--- src/rtl/wb_stage_if.sv ---
// Writeback-stage bus: memory-stage result in, register-file write port and status out.
`ifndef OPCODE_WIDTH
`define OPCODE_WIDTH 7
`endif
`ifndef LOAD_WORD
`define LOAD_WORD 7'b0000011
`endif
`ifndef STORE_WORD
`define STORE_WORD 7'b0100011
`endif

interface wb_stage_if #(
  parameter int unsigned DWIDTH    = 32,
  parameter int unsigned AWIDTH    = 5,
  parameter int unsigned CNT_WIDTH = 32
);
  logic                     wb_i_ce;
  logic                     wb_i_flush;
  logic                     wb_i_stall;
  logic [`OPCODE_WIDTH-1:0] wb_i_opcode;
  logic [AWIDTH-1:0]        wb_i_rd_addr;
  logic [DWIDTH-1:0]        wb_i_rd_data;
  logic                     wb_i_rd_we;
  logic [DWIDTH-1:0]        wb_i_load_data;
  logic [AWIDTH-1:0]        wb_o_rd_addr;
  logic [DWIDTH-1:0]        wb_o_rd_data;
  logic                     wb_o_rd_we;
  logic                     wb_o_ce;
  logic                     wb_o_stall;
  logic                     wb_o_flush;
  logic                     wb_o_overflow;
  logic [CNT_WIDTH-1:0]     wb_o_retired;

  modport master (
    output wb_i_ce, wb_i_flush, wb_i_stall, wb_i_opcode, wb_i_rd_addr,
           wb_i_rd_data, wb_i_rd_we, wb_i_load_data,
    input  wb_o_rd_addr, wb_o_rd_data, wb_o_rd_we, wb_o_ce, wb_o_stall,
           wb_o_flush, wb_o_overflow, wb_o_retired
  );

  modport slave (
    input  wb_i_ce, wb_i_flush, wb_i_stall, wb_i_opcode, wb_i_rd_addr,
           wb_i_rd_data, wb_i_rd_we, wb_i_load_data,
    output wb_o_rd_addr, wb_o_rd_data, wb_o_rd_we, wb_o_ce, wb_o_stall,
           wb_o_flush, wb_o_overflow, wb_o_retired
  );
endinterface

--- src/rtl/wb_stage.sv ---
// Writeback stage: selects the retiring value, drives the register-file write port,
// and absorbs the memory stage's one-cycle-late stall with a one-entry skid buffer.
`ifndef OPCODE_WIDTH
`define OPCODE_WIDTH 7
`endif
`ifndef LOAD_WORD
`define LOAD_WORD 7'b0000011
`endif
`ifndef STORE_WORD
`define STORE_WORD 7'b0100011
`endif

module wb_stage #(
  parameter int unsigned DWIDTH    = 32,
  parameter int unsigned AWIDTH    = 5,
  parameter int unsigned CNT_WIDTH = 32
) (
  input  logic       wb_clk,
  input  logic       wb_rst,
  wb_stage_if.slave  wb
);

  typedef enum logic {EMPTY, FULL} state_t;

  state_t               state, state_nxt;
  logic [AWIDTH-1:0]    buf_addr, buf_addr_nxt;
  logic [DWIDTH-1:0]    buf_data, buf_data_nxt;
  logic                 buf_we, buf_we_nxt;
  logic [AWIDTH-1:0]    rd_addr_q, rd_addr_nxt;
  logic [DWIDTH-1:0]    rd_data_q, rd_data_nxt;
  logic                 rd_we_q, rd_we_nxt;
  logic                 ce_q, ce_nxt;
  logic                 stall_q, stall_nxt;
  logic                 flush_q, flush_nxt;
  logic                 ovf_q, ovf_nxt;
  logic [CNT_WIDTH-1:0] retired_q, retired_nxt;

  logic                 in_valid;
  logic                 in_we;
  logic [DWIDTH-1:0]    in_data;

  // Incoming entry: value selection and write-enable qualification (x0 never written)
  always_comb begin
    in_valid = wb.wb_i_ce & ~wb.wb_i_flush;
    in_data  = wb.wb_i_rd_data;
    in_we    = wb.wb_i_rd_we;
    if (wb.wb_i_opcode == `LOAD_WORD) begin
      in_data = wb.wb_i_load_data;
      in_we   = 1'b1;
    end else if (wb.wb_i_opcode == `STORE_WORD) begin
      in_we = 1'b0;
    end
    if (wb.wb_i_rd_addr == '0) in_we = 1'b0;
  end

  // Next state and next registered outputs; buffered entry always retires first
  always_comb begin
    state_nxt    = state;
    buf_addr_nxt = buf_addr;
    buf_data_nxt = buf_data;
    buf_we_nxt   = buf_we;
    rd_addr_nxt  = rd_addr_q;
    rd_data_nxt  = rd_data_q;
    rd_we_nxt    = 1'b0;
    ce_nxt       = 1'b0;
    flush_nxt    = wb.wb_i_flush;
    ovf_nxt      = ovf_q;

    if (wb.wb_i_flush) begin
      state_nxt = EMPTY;
    end else begin
      case (state)
        EMPTY: begin
          if (!wb.wb_i_stall) begin
            if (in_valid) begin
              rd_addr_nxt = wb.wb_i_rd_addr;
              rd_data_nxt = in_data;
              rd_we_nxt   = in_we;
              ce_nxt      = 1'b1;
            end
          end else if (in_valid) begin
            buf_addr_nxt = wb.wb_i_rd_addr;
            buf_data_nxt = in_data;
            buf_we_nxt   = in_we;
            state_nxt    = FULL;
          end
        end
        FULL: begin
          if (!wb.wb_i_stall) begin
            rd_addr_nxt = buf_addr;
            rd_data_nxt = buf_data;
            rd_we_nxt   = buf_we;
            ce_nxt      = 1'b1;
            if (in_valid) begin
              buf_addr_nxt = wb.wb_i_rd_addr;
              buf_data_nxt = in_data;
              buf_we_nxt   = in_we;
            end else begin
              state_nxt = EMPTY;
            end
          end else if (in_valid) begin
            ovf_nxt = 1'b1;
          end
        end
        default: state_nxt = EMPTY;
      endcase
    end

    stall_nxt   = (state_nxt == FULL);
    retired_nxt = retired_q + CNT_WIDTH'(ce_nxt);
  end

  always_ff @(posedge wb_clk or negedge wb_rst) begin
    if (!wb_rst) begin
      state     <= EMPTY;
      buf_addr  <= '0;
      buf_data  <= '0;
      buf_we    <= 1'b0;
      rd_addr_q <= '0;
      rd_data_q <= '0;
      rd_we_q   <= 1'b0;
      ce_q      <= 1'b0;
      stall_q   <= 1'b0;
      flush_q   <= 1'b0;
      ovf_q     <= 1'b0;
      retired_q <= '0;
    end else begin
      state     <= state_nxt;
      buf_addr  <= buf_addr_nxt;
      buf_data  <= buf_data_nxt;
      buf_we    <= buf_we_nxt;
      rd_addr_q <= rd_addr_nxt;
      rd_data_q <= rd_data_nxt;
      rd_we_q   <= rd_we_nxt;
      ce_q      <= ce_nxt;
      stall_q   <= stall_nxt;
      flush_q   <= flush_nxt;
      ovf_q     <= ovf_nxt;
      retired_q <= retired_nxt;
    end
  end

  assign wb.wb_o_rd_addr  = rd_addr_q;
  assign wb.wb_o_rd_data  = rd_data_q;
  assign wb.wb_o_rd_we    = rd_we_q;
  assign wb.wb_o_ce       = ce_q;
  assign wb.wb_o_stall    = stall_q;
  assign wb.wb_o_flush    = flush_q;
  assign wb.wb_o_overflow = ovf_q;
  assign wb.wb_o_retired  = retired_q;

endmodule

--- src/flat_wrapper.sv ---
// flat-port wrapper written by rule: the top's interface ports become plain ports
module wb_stage_flat 
#(
  parameter int unsigned DWIDTH    = 32,
  parameter int unsigned AWIDTH    = 5,
  parameter int unsigned CNT_WIDTH = 32
)
  (wb_clk, wb_rst, wb_wb_i_ce, wb_wb_i_flush, wb_wb_i_stall, wb_wb_i_opcode, wb_wb_i_rd_addr, wb_wb_i_rd_data, wb_wb_i_rd_we, wb_wb_i_load_data, wb_wb_o_rd_addr, wb_wb_o_rd_data, wb_wb_o_rd_we, wb_wb_o_ce, wb_wb_o_stall, wb_wb_o_flush, wb_wb_o_overflow, wb_wb_o_retired);
  wb_stage_if #(.DWIDTH(DWIDTH), .AWIDTH(AWIDTH), .CNT_WIDTH(CNT_WIDTH)) wb_i ();
  input  logic wb_clk;
  input  logic wb_rst;
  input wire logic [$bits(wb_i.wb_i_ce)-1:0] wb_wb_i_ce;
  input wire logic [$bits(wb_i.wb_i_flush)-1:0] wb_wb_i_flush;
  input wire logic [$bits(wb_i.wb_i_stall)-1:0] wb_wb_i_stall;
  input wire logic [$bits(wb_i.wb_i_opcode)-1:0] wb_wb_i_opcode;
  input wire logic [$bits(wb_i.wb_i_rd_addr)-1:0] wb_wb_i_rd_addr;
  input wire logic [$bits(wb_i.wb_i_rd_data)-1:0] wb_wb_i_rd_data;
  input wire logic [$bits(wb_i.wb_i_rd_we)-1:0] wb_wb_i_rd_we;
  input wire logic [$bits(wb_i.wb_i_load_data)-1:0] wb_wb_i_load_data;
  output wire logic [$bits(wb_i.wb_o_rd_addr)-1:0] wb_wb_o_rd_addr;
  output wire logic [$bits(wb_i.wb_o_rd_data)-1:0] wb_wb_o_rd_data;
  output wire logic [$bits(wb_i.wb_o_rd_we)-1:0] wb_wb_o_rd_we;
  output wire logic [$bits(wb_i.wb_o_ce)-1:0] wb_wb_o_ce;
  output wire logic [$bits(wb_i.wb_o_stall)-1:0] wb_wb_o_stall;
  output wire logic [$bits(wb_i.wb_o_flush)-1:0] wb_wb_o_flush;
  output wire logic [$bits(wb_i.wb_o_overflow)-1:0] wb_wb_o_overflow;
  output wire logic [$bits(wb_i.wb_o_retired)-1:0] wb_wb_o_retired;
  assign wb_i.wb_i_ce = wb_wb_i_ce;
  assign wb_i.wb_i_flush = wb_wb_i_flush;
  assign wb_i.wb_i_stall = wb_wb_i_stall;
  assign wb_i.wb_i_opcode = wb_wb_i_opcode;
  assign wb_i.wb_i_rd_addr = wb_wb_i_rd_addr;
  assign wb_i.wb_i_rd_data = wb_wb_i_rd_data;
  assign wb_i.wb_i_rd_we = wb_wb_i_rd_we;
  assign wb_i.wb_i_load_data = wb_wb_i_load_data;
  assign wb_wb_o_rd_addr = wb_i.wb_o_rd_addr;
  assign wb_wb_o_rd_data = wb_i.wb_o_rd_data;
  assign wb_wb_o_rd_we = wb_i.wb_o_rd_we;
  assign wb_wb_o_ce = wb_i.wb_o_ce;
  assign wb_wb_o_stall = wb_i.wb_o_stall;
  assign wb_wb_o_flush = wb_i.wb_o_flush;
  assign wb_wb_o_overflow = wb_i.wb_o_overflow;
  assign wb_wb_o_retired = wb_i.wb_o_retired;
  wb_stage #(.DWIDTH(DWIDTH), .AWIDTH(AWIDTH), .CNT_WIDTH(CNT_WIDTH)) u_core (.wb_clk(wb_clk), .wb_rst(wb_rst), .wb(wb_i));
endmodule
--- config.mk ---
export PLATFORM = sky130hd
export DESIGN_NAME = wb_stage_flat
export DESIGN_NICKNAME = d
export VERILOG_FILES = /design/src/rtl/wb_stage_if.sv /design/src/rtl/wb_stage.sv /design/src/flat_wrapper.sv
export SDC_FILE = /design/constraint.sdc
export NUM_CORES = 1
export LEC_CHECK = 0
export CAP_MARGIN = 10
export CORE_UTILIZATION = 47
export CTS_CLUSTER_SIZE = 30
export DETAILED_ROUTE_END_ITERATION = 12
export PLACE_DENSITY = 0.87
export SLEW_MARGIN = 5
export SYNTH_ARGS = -nofsm -noshare
export SYNTH_HDL_FRONTEND = slang
export SYNTH_SLANG_ARGS = --single-unit
--- constraint.sdc ---
create_clock -name wb_clk -period 3.1 [get_ports wb_clk]
set_clock_uncertainty 0.2 [all_clocks]
set_input_delay 0.31 -clock wb_clk [delete_from_list [all_inputs] [get_ports wb_clk]]
set_output_delay 0.31 -clock wb_clk [all_outputs]
set_load 0.005 [all_outputs]
==> reports/results.tsv, run 1 <==
metric	value	unit
share of cells above drive strength 1	6.79	%
max frequency	363	MHz
io pins	156	
crit path DAT	2790	ps
minimum clock period	2750	ps
worst-path fanout max	20	
Slew Limit Headroom	25.8	%
RSZ-0062 raised after global routing	false	
cells after synthesis	465	
Die Ht	106	um
vias in the first global route	4260	
clock power share	25.8	%
internal cell power	0.00268	W
clk root buf	clkbuf_8	
die area	11200	um2
post-synth top area share	55.5	%
synthesis-stage register bit count	112	
CP Class	reg -> reg	
DRT Wirelength	12500	um
clock slew seen by the registers of the worst setup and hold paths	100	ps
critical path data required time	3140	ps
Slew @ Worst Pin	1110	ps
largest net degree at the start of global routing	62	
Flop pwr share	52.0	%
async set-or-reset flop fraction in the synthesized netlist	100	%
Warnings, synthesis	0	
total global routing overflow	0	
synth unique cells	42	
setup TNS	0	ps
Power Density	525	nW/um2
syn_area_per_cell	10.9	um2
Min-Delay Endpoint	u_core.buf_data[8]	
Via density	5.50	
# rows	37	
Post-DP Area	6730	um2
mapped cell area	5050	um2
crit-path max cell delay	610	ps
first-pass GRT wire length	20400	um
total number of vias	4154	
Worst Hold Class	reg -> reg	
CP Cell Sequence	nor2_1, nor3_1, ha_1, nand4_1, nor2_1, nand3_1, xnor2_1	
CTS Buffer Depth	2	
status	complete, no violations	
CTS tree	yes	
Buf+Inv Stages, Crit Path	0	
Synth Flop Type	dfrtp_1	
post-layout util	67.2	%
Max-Cap Viols	0	
Port Buffer Count	155	
Total GRT Usage	23.3	%
cts repair resizes	0	
CTS sink cnt	112	
CP endpoint kind	register	
P_sw	0.000973	W
dpl cells	738	
crit share post-route	88.8	%
H-tree depth	3	
WHS Path Cells	2	
Placer Congestion	0.847	
initial antenna violation count	0	
Inserted Diodes	0	
Initial Utilization	48.7	%
CP startpoint kind	register	
Worst R2R Path Depth	7	
register-to-register setup slack	350	ps
P_leak	2.89	nW
Max Slew Vio Count	0	
setup violators final	0	
final net count	699	
antenna-violating nets left	0	
First-pass DRT Iterations	4	
critical path's most frequent cell	nor2_1	
slowest CP cell	dfrtp_2	
Horiz. Die Dim	106	um
Synth area leaders	dfrtp_1 (55%), mux2i_1 (7.5%), nand2_1 (5.7%)	
Area growth syn-to-layout	37.8	%
Post-synth EDFFs	0	
CTS Buf Count	9	
total core area	10400	um2
Cell Count, Final, Fillers Out	755	
Clk Latency, worst-skew pair	350	ps
HPWL after DPL	9070	um
DRC	0	
hold path startpoint	u_core.buf_data[8]	
Net Sw Frac	26.6	%
maximum VDD drop	321	uV
RR Startpoint	u_core.state	
Final Hold Viols	0	
RR Endpoint	u_core.wb.wb_o_retired[21]	
share of the yosys chip area belonging to registers	55.5	%
post-synth top area cell	dfrtp_1	
syn_nets	550	
Logic pwr share	22.1	%
final non-filler cell area	6960	um2
WL/cell	16.5	um
drt initial violations	225	
Top delay family on crit path	simple AND/OR/NAND/NOR gates	
-- what timing repair did --
item,in CTS,in global routing
hold buffers,1,0
buffers inserted,0,0
endpoints found under the hold margin,59,0
-- power groups by stage --
stage,clock [W],sequential [W],combinational [W]
after global placement,0,0.00191,0.000781
final,0.000945,0.00190,0.000809
after detailed placement,0,0.00192,0.000815
after floorplan,0,0.00189,0.000291
after global routing,0.00103,0.00193,0.000889
after CTS,0.000964,0.00190,0.000818
-- registers in the layout, indices dropped and copies added, names as in the netlist --
name	count
u_core.buf_we	1
u_core.wb.wb_o_overflow	1
u_core.wb.wb_o_flush	1
u_core.wb.wb_o_rd_data	32
u_core.wb.wb_o_rd_addr	5
u_core.wb.wb_o_ce	1
u_core.wb.wb_o_retired	32
u_core.wb.wb_o_rd_we	1
u_core.buf_data	32
u_core.state	1
u_core.buf_addr	5
-- cells in the mapped netlist, types with 2 or more instances --
cell type	n
o21ai_0	33
nor3_1	4
and4_1	7
ha_1	3
o211ai_1	31
nand3_1	44
inv_1	3
xnor2_1	21
buf_2	8
and3_1	6
mux2i_1	38
dfrtp_1	112
buf_6	3
nand4_1	9
clkbuf_1	15
xor2_1	10
mux2_4	4
buf_4	2
nand2_1	77
nor2_1	7
o21ai_1	7
-- cell families (layout without fill, tap and decap cells) --
family,after synthesis,after routing,synth area share [%]
AND/OR/NAND/NOR,165,165,16.1
buffers and inverters,32,186,3.39
AO/OA/AOI/OAI,79,79,9.96
XOR/XNOR,31,31,5.37
adder cells (fa/ha/maj),3,3,0.743
multiplexers,43,43,8.94
flip-flops,112,112,55.5
-- layer usage --
metal / up-vias / share of wire (%) / global-route usage [%]
met5: - / 0 / 0
met4: 0 / 1.1 / 7.64
met3: 10 / 6.6 / 4.82
met2: 161 / 51 / 39.9
met1: 2042 / 41 / 29.4
li1: 1941 / - / -
-- cell usage in the layout, fill, tap and decap left out, drive strengths merged --
cell           count
nor4b              1
nor2b              1
mux2               5
dlygate4sd3        1
nand2             77
or4                1
nor4               1
o22ai              1
a211oi             1
and2               1
clkbuf            11
or2                1
dfrtp            112
o21ai             40
o211ai            31
or3b               1
bufinv             2
nand3             44
nor3               5
o31ai              2
xor2              10
a22o               1
and4               7
mux2i             38
o21a               1
clkdlybuf4s50    154
nand4             10
a21oi              1
inv                3
buf               12
xnor2             21
ha                 3
and3               7
a32o               1
clkinvlp           2
clkinv             1
nor2               7
nand4bb            1
-- worst reg2reg max path: stages, from the launching register on --
cell	delay [ps]
dfrtp_2	610
nor2_1	100
nor3_1	440
ha_1	300
nand4_1	180
nor2_1	450
nand3_1	190
xnor2_1	170
-- worst max path at each step --
| stage | startpoint | end | depth (start not counted) |
|---|---|---|---|
| 2_1_floorplan | u_core.state | u_core.wb.wb_o_retired[27] | 8 |
| 3_3_place_gp | wb_wb_i_stall | u_core.wb.wb_o_retired[31] | 7 |
| 4_1_cts | u_core.state | u_core.wb.wb_o_retired[27] | 7 |
| 6_report | u_core.state | u_core.wb.wb_o_retired[21] | 7 |
| 5_1_grt | u_core.state | u_core.wb.wb_o_retired[27] | 7 |
| 3_5_place_dp | wb_wb_i_stall | u_core.wb.wb_o_retired[27] | 7 |
-- layout make-up --
type | count | area, um2
fillers | 827 | 3410
flip-flops and latches | 112 | 2800
multi-input cells | 321 | 2100
repair buffers | 167 | 1650
well taps | 136 | 170
clock buffers | 11 | 141
clock inverters | 5 | 80.1
inverters | 3 | 11.3
-- stage by stage --
stage	setup slack, ps	power, W	hold WS (ps)
2_1_floorplan	827	0.00218	-186
3_3_place_gp	273	0.00269	212
3_5_place_dp	104	0.00274	222
4_1_cts	331	0.00368	291
5_1_grt	74.8	0.00385	319
6_report	348	0.00366	291
No activity file was read; power rests on OpenSTA's default activity.
==> inputs of run 2 (changes only) <==
--- a/config.mk
+++ b/config.mk
@@ -7,10 +7,9 @@
 export LEC_CHECK = 0
 export CAP_MARGIN = 10
 export CORE_UTILIZATION = 47
-export CTS_CLUSTER_SIZE = 30
+export CTS_CLUSTER_SIZE = 10
 export DETAILED_ROUTE_END_ITERATION = 12
 export PLACE_DENSITY = 0.87
-export SLEW_MARGIN = 5
 export SYNTH_ARGS = -nofsm -noshare
 export SYNTH_HDL_FRONTEND = slang
 export SYNTH_SLANG_ARGS = --single-unit
==> results of run 2 <==
No change in the layout: final DEF, timing and power equal those of run 1.
